File: src/rtl/uart_pkg.sv
// Constants and state encoding shared by the UART receiver and transmitter.
package uart_pkg;

  localparam int CLK_HZ       = 12_000_000;
  localparam int BAUD         = 115_200;
  localparam int CLKS_PER_BIT = CLK_HZ / BAUD;
  localparam int HALF_BIT     = CLKS_PER_BIT / 2;

  typedef enum logic [2:0] {
    ST_IDLE,
    ST_START,
    ST_DATA,
    ST_STOP,
    ST_BREAK
  } rx_state_e;

endpackage

File: src/rtl/uart_rx_if.sv
// Serial line plus received-byte strobes of the UART receiver.
interface uart_rx_if;

  logic       rx;
  logic [7:0] rx_byte;
  logic       rx_valid;
  logic       rx_error;
  logic       rx_busy;

  modport master (
    input  rx,
    output rx_byte,
    output rx_valid,
    output rx_error,
    output rx_busy
  );

  modport slave (
    output rx,
    input  rx_byte,
    input  rx_valid,
    input  rx_error,
    input  rx_busy
  );

endinterface

File: src/rtl/sync_2ff.sv
// Single-bit two-flop synchronizer for asynchronous pin inputs.
module sync_2ff #(
  parameter logic RST_VAL = 1'b0
) (
  input  logic clk,
  input  logic rst,
  input  logic d_i,
  output logic q_o
);

  logic [1:0] ff_q;

  always_ff @(posedge clk) begin
    if (rst) ff_q <= {2{RST_VAL}};
    else     ff_q <= {ff_q[0], d_i};
  end

  assign q_o = ff_q[1];

endmodule

File: src/rtl/uart_rx.sv
// 8N1 UART receiver, LSB first; delivers each good byte with a one-cycle strobe.
//
// state | meaning
// IDLE  | line high, waiting for a start bit
// START | counting to the start-bit centre, rejecting glitches
// DATA  | sampling the 8 data bits at their centres
// STOP  | sampling the stop bit; good frame or framing error
// BREAK | line must be seen high before the next start bit
module uart_rx
  import uart_pkg::*;
(
  input logic       clk,
  input logic       rst,
  uart_rx_if.master bus
);

  localparam int CNT_W = $clog2(CLKS_PER_BIT);
  localparam logic [CNT_W-1:0] HALF_LAST = CNT_W'(HALF_BIT - 1);
  localparam logic [CNT_W-1:0] BIT_LAST  = CNT_W'(CLKS_PER_BIT - 1);
  localparam logic [CNT_W-1:0] BRK_ARM   = CNT_W'(2);
  localparam logic [CNT_W-1:0] CNT_ONE   = CNT_W'(1);

  rx_state_e        state_q, state_d;
  logic [CNT_W-1:0] cnt_q, cnt_d;
  logic [2:0]       idx_q, idx_d;
  logic [7:0]       shift_q, shift_d;
  logic [7:0]       byte_q, byte_d;
  logic             valid_q, valid_d;
  logic             error_q, error_d;
  logic             rx_s;

  sync_2ff #(.RST_VAL(1'b1)) u_sync (
    .clk (clk),
    .rst (rst),
    .d_i (bus.rx),
    .q_o (rx_s)
  );

  always_ff @(posedge clk) begin
    if (rst) begin
      state_q <= ST_BREAK;
      cnt_q   <= '0;
      idx_q   <= '0;
      shift_q <= '0;
      byte_q  <= '0;
      valid_q <= 1'b0;
      error_q <= 1'b0;
    end else begin
      state_q <= state_d;
      cnt_q   <= cnt_d;
      idx_q   <= idx_d;
      shift_q <= shift_d;
      byte_q  <= byte_d;
      valid_q <= valid_d;
      error_q <= error_d;
    end
  end

  always_comb begin
    state_d = state_q;
    cnt_d   = cnt_q;
    idx_d   = idx_q;
    shift_d = shift_q;
    byte_d  = byte_q;
    valid_d = 1'b0;
    error_d = 1'b0;
    unique case (state_q)
      ST_IDLE: begin
        if (!rx_s) begin
          cnt_d   = '0;
          state_d = ST_START;
        end
      end
      ST_START: begin
        if (cnt_q == HALF_LAST) begin
          if (!rx_s) begin
            cnt_d   = '0;
            idx_d   = '0;
            state_d = ST_DATA;
          end else begin
            state_d = ST_IDLE;
          end
        end else begin
          cnt_d = cnt_q + CNT_ONE;
        end
      end
      ST_DATA: begin
        if (cnt_q == BIT_LAST) begin
          cnt_d   = '0;
          shift_d = {rx_s, shift_q[7:1]};
          if (idx_q == 3'd7) state_d = ST_STOP;
          else               idx_d   = idx_q + 3'd1;
        end else begin
          cnt_d = cnt_q + CNT_ONE;
        end
      end
      ST_STOP: begin
        if (cnt_q == BIT_LAST) begin
          cnt_d = '0;
          if (rx_s) begin
            byte_d  = shift_q;
            valid_d = 1'b1;
            state_d = ST_IDLE;
          end else begin
            error_d = 1'b1;
            state_d = ST_BREAK;
          end
        end else begin
          cnt_d = cnt_q + CNT_ONE;
        end
      end
      ST_BREAK: begin
        // rx_s must stay high for three edges so the synchronizer's reset
        // value flushing out is never mistaken for a real idle line.
        if (!rx_s) begin
          cnt_d = '0;
        end else if (cnt_q == BRK_ARM) begin
          cnt_d   = '0;
          state_d = ST_IDLE;
        end else begin
          cnt_d = cnt_q + CNT_ONE;
        end
      end
      default: state_d = ST_BREAK;
    endcase
  end

  assign bus.rx_byte  = byte_q;
  assign bus.rx_valid = valid_q;
  assign bus.rx_error = error_q;
  assign bus.rx_busy  = (state_q == ST_START) || (state_q == ST_DATA) || (state_q == ST_STOP);

endmodule

File: src/flat_wrapper.sv
// flat-port wrapper written by rule: the top's interface ports become plain ports
module uart_rx_flat import uart_pkg::*;
  (clk, rst, bus_rx, bus_rx_byte, bus_rx_valid, bus_rx_error, bus_rx_busy);
  uart_rx_if bus_i ();
  input logic clk;
  input logic rst;
  input wire logic [$bits(bus_i.rx)-1:0] bus_rx;
  output wire logic [$bits(bus_i.rx_byte)-1:0] bus_rx_byte;
  output wire logic [$bits(bus_i.rx_valid)-1:0] bus_rx_valid;
  output wire logic [$bits(bus_i.rx_error)-1:0] bus_rx_error;
  output wire logic [$bits(bus_i.rx_busy)-1:0] bus_rx_busy;
  assign bus_i.rx = bus_rx;
  assign bus_rx_byte = bus_i.rx_byte;
  assign bus_rx_valid = bus_i.rx_valid;
  assign bus_rx_error = bus_i.rx_error;
  assign bus_rx_busy = bus_i.rx_busy;
  uart_rx u_core (.clk(clk), .rst(rst), .bus(bus_i));
endmodule
File: config.mk
export PLATFORM = sky130hd
export DESIGN_NAME = uart_rx_flat
export DESIGN_NICKNAME = d
export VERILOG_FILES = /design/src/rtl/uart_pkg.sv /design/src/rtl/uart_rx_if.sv /design/src/rtl/sync_2ff.sv /design/src/rtl/uart_rx.sv /design/src/flat_wrapper.sv
export SDC_FILE = /design/constraint.sdc
export NUM_CORES = 1
export LEC_CHECK = 0
export ABC_AREA = 0
export CORE_MARGIN = 2
export CORE_UTILIZATION = 50
export CTS_CLUSTER_DIAMETER = 200
export DETAILED_ROUTE_END_ITERATION = 6
export MAX_ROUTING_LAYER = met4
export PLACE_DENSITY_LB_ADDON = 0.1
export SETUP_SLACK_MARGIN = 0.05
export SYNTH_ARGS = -nofsm -noshare
export SYNTH_HDL_FRONTEND = slang
export SYNTH_SLANG_ARGS = --single-unit
File: constraint.sdc
create_clock -name clk -period 1.7 [get_ports clk]
set_input_delay 0.51 -clock clk [delete_from_list [all_inputs] [get_ports clk]]
set_output_delay 0.51 -clock clk [all_outputs]
set_load 0.01 [all_outputs]
Word level (Yosys, flattened, before mapping)
Index checks and enable logic that the tools add are counted.
Widths: inputs -> output; s select.
{"block": "op_classes", "bitwise_logic": 2, "muxes": 23, "add_sub_neg": 2, "n_reduce_logical": 11, "eq_ne": 17}
{"op": "$mux 3", "n": 12}
{"op": "$mux 7", "n": 5}
{"op": "$pmux 7 s4", "n": 1}
{"op": "$pmux 3 s5", "n": 1}
{"op": "$ne 2x1->1 const B", "n": 5}
{"op": "$ne 2x2->1 const B", "n": 4}
{"op": "$add 7x1->7 const B", "n": 1}
{"op": "$eq 7x2->1 const B", "n": 1}
{"op": "$eq 7x6->1 const B", "n": 1}
{"op": "$eq 7x7->1 const B", "n": 1}
{"op": "$reduce_and 7->1", "n": 1}
{"op": "$eq 3x2->1 const B", "n": 2}
{"op": "$eq 3x3->1 const B", "n": 2}
{"op": "$pmux 3 s2", "n": 1}
{"op": "$reduce_and 5->1", "n": 1}
{"op": "$reduce_bool 4->1", "n": 1}
{"op": "$add 3x1->3 const B", "n": 1}
{"op": "$eq 3x1->1 const B", "n": 1}
{"op": "$logic_not 3->1", "n": 1}
{"op": "$reduce_and 3->1", "n": 1}
{"op": "$reduce_or 3->1", "n": 1}
{"op": "$logic_or 1x1->1", "n": 2}
{"op": "$mux 1", "n": 2}
{"op": "$mux 2", "n": 1}
{"op": "other kinds (4)", "n": 5}
{"block": "totals", "word_cells": 63, "output_inout_bits": 11, "ff_bits": 33, "inputBits": 3}

Longest topological paths before layout
{"block": "logic_depth", "depth_word": 4, "mapped_depth": 7, "mapped_depth_nobuf": 7}

Cells and area by module
Synthesis repeated with hierarchy kept, for this count alone.
{"block": "unflattened", "hier_cells": 166, "area_unflattened_um2": 1615.3}
{"module": "uart_rx", "instances": 1, "cells_per_inst": 162, "area_per_inst_um2": 1562.7, "seq_area_each_um2": 620.6}
{"module": "sync_2ff", "instances": 1, "cells_per_inst": 4, "area_per_inst_um2": 52.6, "seq_area_each_um2": 40.0}

Worst setup path after synthesis
No wires, ideal clock.
{"block": "synth_timing", "path_type": "register -> register", "startpoint": "register u_core.cnt_q[0]", "endpoint": "register u_core.state_q[1]", "stages_incl_launch_ff": 8, "required_time_ps": 1630, "slack_ps": -49, "path_buffers": 0, "arrival_time_ps": 1679, "path_cell_list": "dfxtp_1 -> inv_1 -> ha_1 -> or4b_4 -> nor3_2 -> o22ai_2 -> or3_1 -> a21oi_1"}
{"block": "synth_via", "elab_chain_len": 3, "elab_cells_between_ends": 8, "cone_classes": "eq/ne (7); reduce/logical (1)"}
{"item": "start, declared", "line_no": "uart_rx.sv:24", "rtl": "logic [CNT_W-1:0] cnt_q, cnt_d;"}
{"item": "start signal, assigned", "line_no": "uart_rx.sv:50", "rtl": "cnt_q <= cnt_d;"}
{"item": "$eq 7x6->1 (tied with other cells)", "line_no": "uart_rx.sv:75", "rtl": "if (cnt_q == HALF_LAST) begin"}
{"item": "$ne 2x1->1 (no source line)"}
{"item": "$reduce_and 7->1 (no source line) *"}
{"item": "end signal, assigned", "line_no": "uart_rx.sv:49", "rtl": "state_q <= state_d;"}
{"item": "end, declared", "line_no": "uart_rx.sv:23", "rtl": "rx_state_e state_q, state_d;"}
Every way passes the cells marked *; elsewhere a longest branch is shown, timed or not.
A chain may end at the register's enable or synchronous reset.

Worst setup path after layout
Ends and elaborated chain as after synthesis.

==> impl_metrics.yaml <==
outcome:
  status: "complete, but fails checks"
  violations: "negative setup slack"
global_route:
  grt_pass1_vias: 1226
  gr-total-overflow: 0
  antenna_found_initial: 0
  grt_max_degree: 22
  grt_pass1_wl_um: 5580
  grt_use_total_pct: 22.0
timing:
  drv_slew: 0
  finalSetupViolCount: 9
  fin_skew_ps: 12.0
  period_minus_slack_ps: 1810
  worst_slew_pin_slew_ps: 486
  period_share_pct: 106
  rsz0062_at_grt: "true"
  slew_headroom_pct: 67.1
  timing.final.ws_setup_ps: -109
  hold_viol: 0
  fmax_mhz: 553
  tns_ps: -766
clock_tree:
  cts_max_level: 2
  cts_hold_buf: 0
  clock_latency_ps: 350
  cts.clk_slew.worst_paths_ps: 120
  numCtsBuffers: 5
  cts_tree: "built"
  cts_max_path_buffers: 2
  cts.sinks: 33
  cts_root_buf: "clkbuf_4"
critical_path:
  critPathArrivalTime_ps: 2090
  path_max_fanout: 4
  crit_chain: "inv_2 -> ha_1 -> or4b_4 -> nor3_4 -> o22ai_4 -> or3_1 -> a21oi_1"
  startpoint_type: "register"
  endpoint_kind: "register"
  required_ps: 1980
  crit_type: "register to register"
  cpPeakStageDelay_ps: 490
  cp_slowest_cell: "or4b_4"
routing:
  wirelength_um: 3350
  num_vias: 1338
  drtIter0Drc: 55
  antenna_left: 0
  routed_via_density: 5.62
  wl_per_cell_um: 14.1
  firstDrtPassIters: 4
  drc: 0
synthesis:
  yosysWarningCount: 0
  synth_compound_area_share_pct: 11.9
  syn_area_um2: 1540
  synth_top_area_share_pct: 42.9
  syn_area_per_cell_um2: 9.01
  synth_edf_count: 0
  synth_nets: 178
  ys_seq_area_share_pct: 42.9
  synth_async_sr_flop_share_pct: 0
  synth.area.top_cells: "dfxtp_1, mux2i_1, nor2_1, ha_1, nand2_1"
  synth-xor-area-share_pct: 0
  syn-instance-count: 171
  synth.area.mux_share_pct: 12.3
  synth_fa_ha_area_share_pct: 3.25
  yosys.area_share.simple_pct: 25.9
  synth.distinct_cells: 38
  synth_ff_type: "dfxtp_1"
  synth_top_family_by_area: "simple AND/OR/NAND/NOR gates"
  synth_seq_cells: 33
  synth.largest_area_cell: "dfxtp_1"
power_and_ir_drop:
  power_mw: 2.01
  power_switching_uw: 612
  clock_power_share_pct: 29.9
  internal_power_mw: 1.40
  switching_share_pct: 30.4
  p_seq_share_pct: 42.4
  power_density_nw_per_um2: 1010
  pwr-share-comb_pct: 27.7
  peakVddDrop_v: 0.000678
  p_leak_nw: 0.872
layout:
  fin_nets: 211
  drive_gt1_share_pct: 26.8
  stdcell_area_um2: 1980
  fillers: 241
  diodes: 0
  utilization_pct: 66.1
  syn_to_final_growth_pct: 28.8
place:
  gp_congestion: 0.825
  place_ws_ps: -128
  dp.final_hpwl_um: 2310
  dpl_cell_area_um2: 1820
  io_buffers: 13
flow_run:
  cap_violations: 0
floorplanning:
  fp.dieW_um: 59.5
  io_pins: 14
  rows: 20
  die_y_um: 59.5
  die_area_um2: 3540
  start_util_pct: 51.3
  fp.coreArea_um2: 3000
min_path:
  hold_path.class: "register to register"
## routing by layer
metal  global-route usage, %  routed length (µm)  up-vias
met1                    25.4                1390      618
met3                    6.55                 168        8
li1                        -                   -      672
met5                       -                   0        -
met2                    34.2                1710       40
met4                    11.4                  75        0
## logic make-up (layout without fill, tap and decap cells)
| kind of cell | after synthesis | in the layout |
|---|---|---|
| simple gates | 77 | 77 |
| compound gates | 26 | 27 |
| buf+inv | 12 | 45 |
| fa+ha+maj | 4 | 4 |
| mux | 19 | 19 |
| flops | 33 | 33 |
## cells in the mapped netlist (2+ instances only)
library cell,number
mux2i_1,19
nor2_1,31
inv_1,3
nand2_1,13
nand3_1,6
nor4_1,2
dfxtp_1,33
or2_2,4
nor3_1,3
and3_1,3
a21oi_1,5
ha_1,4
a31oi_1,4
buf_2,3
or3_1,2
clkbuf_1,5
nand4_1,3
o21ai_1,6
nand2b_1,3
## worst max-delay path, delay by kind of cell (launching register included)
kind            cells  cell delay (ps)
compound gates      2              250
fa+ha+maj           1              120
buf+inv             1               50
flops               1              350
simple gates        3              980
## flip-flops by register name, summed over array words and instances, names as in the netlist
register	flops
u_core.bus.rx_valid	1
u_core.bus.rx_byte	8
u_core.state_q	3
u_core.shift_q	8
u_core.idx_q	3
u_core.u_sync.ff_q	2
u_core.bus.rx_error	1
u_core.cnt_q	7
## power groups by stage
stage	Sequential [mW]	Clock (mW)	Combinational (mW)
finish	0.853	0.602	0.559
global route	0.859	0.649	0.611
CTS	0.851	0.617	0.448
detailed placement	0.864	0	0.408
global placement	0.859	0	0.393
floorplan	0.858	0	0.294
## cells in the final DEF (no fill, tap or decap), types with 2 or more instances in the layout
cell type,instances
nor2_1,30
dfxtp_1,30
mux2i_1,19
buf_4,19
nand2_1,12
dlygate4sd2_1,10
nand3_1,6
clkbuf_4,5
a21oi_1,4
o21ai_1,4
or2_2,4
a31oi_1,4
ha_1,4
nor3_1,3
nand2b_1,3
and3_1,3
nand4_1,3
dfxtp_2,3
o21bai_4,2
nor4_1,2
o21ai_2,2
inv_1,2
nor3_4,2
or3_1,2
clkdlybuf4s50_1,2
## metrics by stage
step / hold WS [ps] / std cells
2_1_floorplan: 389 / 171
3_3_place_gp: 391 / 226
3_5_place_dp: 417 / 226
4_1_cts: 457 / 235
5_1_grt: 460 / 238
6_report: 449 / 238
## final timing paths
path	start	to	slack, ps	cells after the start
worst min register to register	u_core.u_sync.ff_q[0]	u_core.u_sync.ff_q[1]	450	1
worst min-delay path	u_core.u_sync.ff_q[0]	u_core.u_sync.ff_q[1]	450	1
worst max register to register	u_core.cnt_q[0]	u_core.state_q[1]	-110	7
worst max-delay path	u_core.cnt_q[0]	u_core.state_q[1]	-110	7
## repair_timing
action,4_1_cts,5_1_grt
pin swaps,0,8
setup endpoints to repair,27,26
resized for setup,16,13
setup buffers,0,3
cloned,1,0
## cell type report
class	instances	area [µm²]	share of cell area (%)
Multi-Input combinational cell	127	897	45.2
Tap cell	33	41.3	2.08
Clock buffer	5	37.5	1.89
Timing Repair Buffer	34	287	14.4
Inverter	3	11.3	0.567
Sequential cell	33	664	33.5
Clock inverter	3	46.3	2.33
Power figures use the tool's default switching activity.
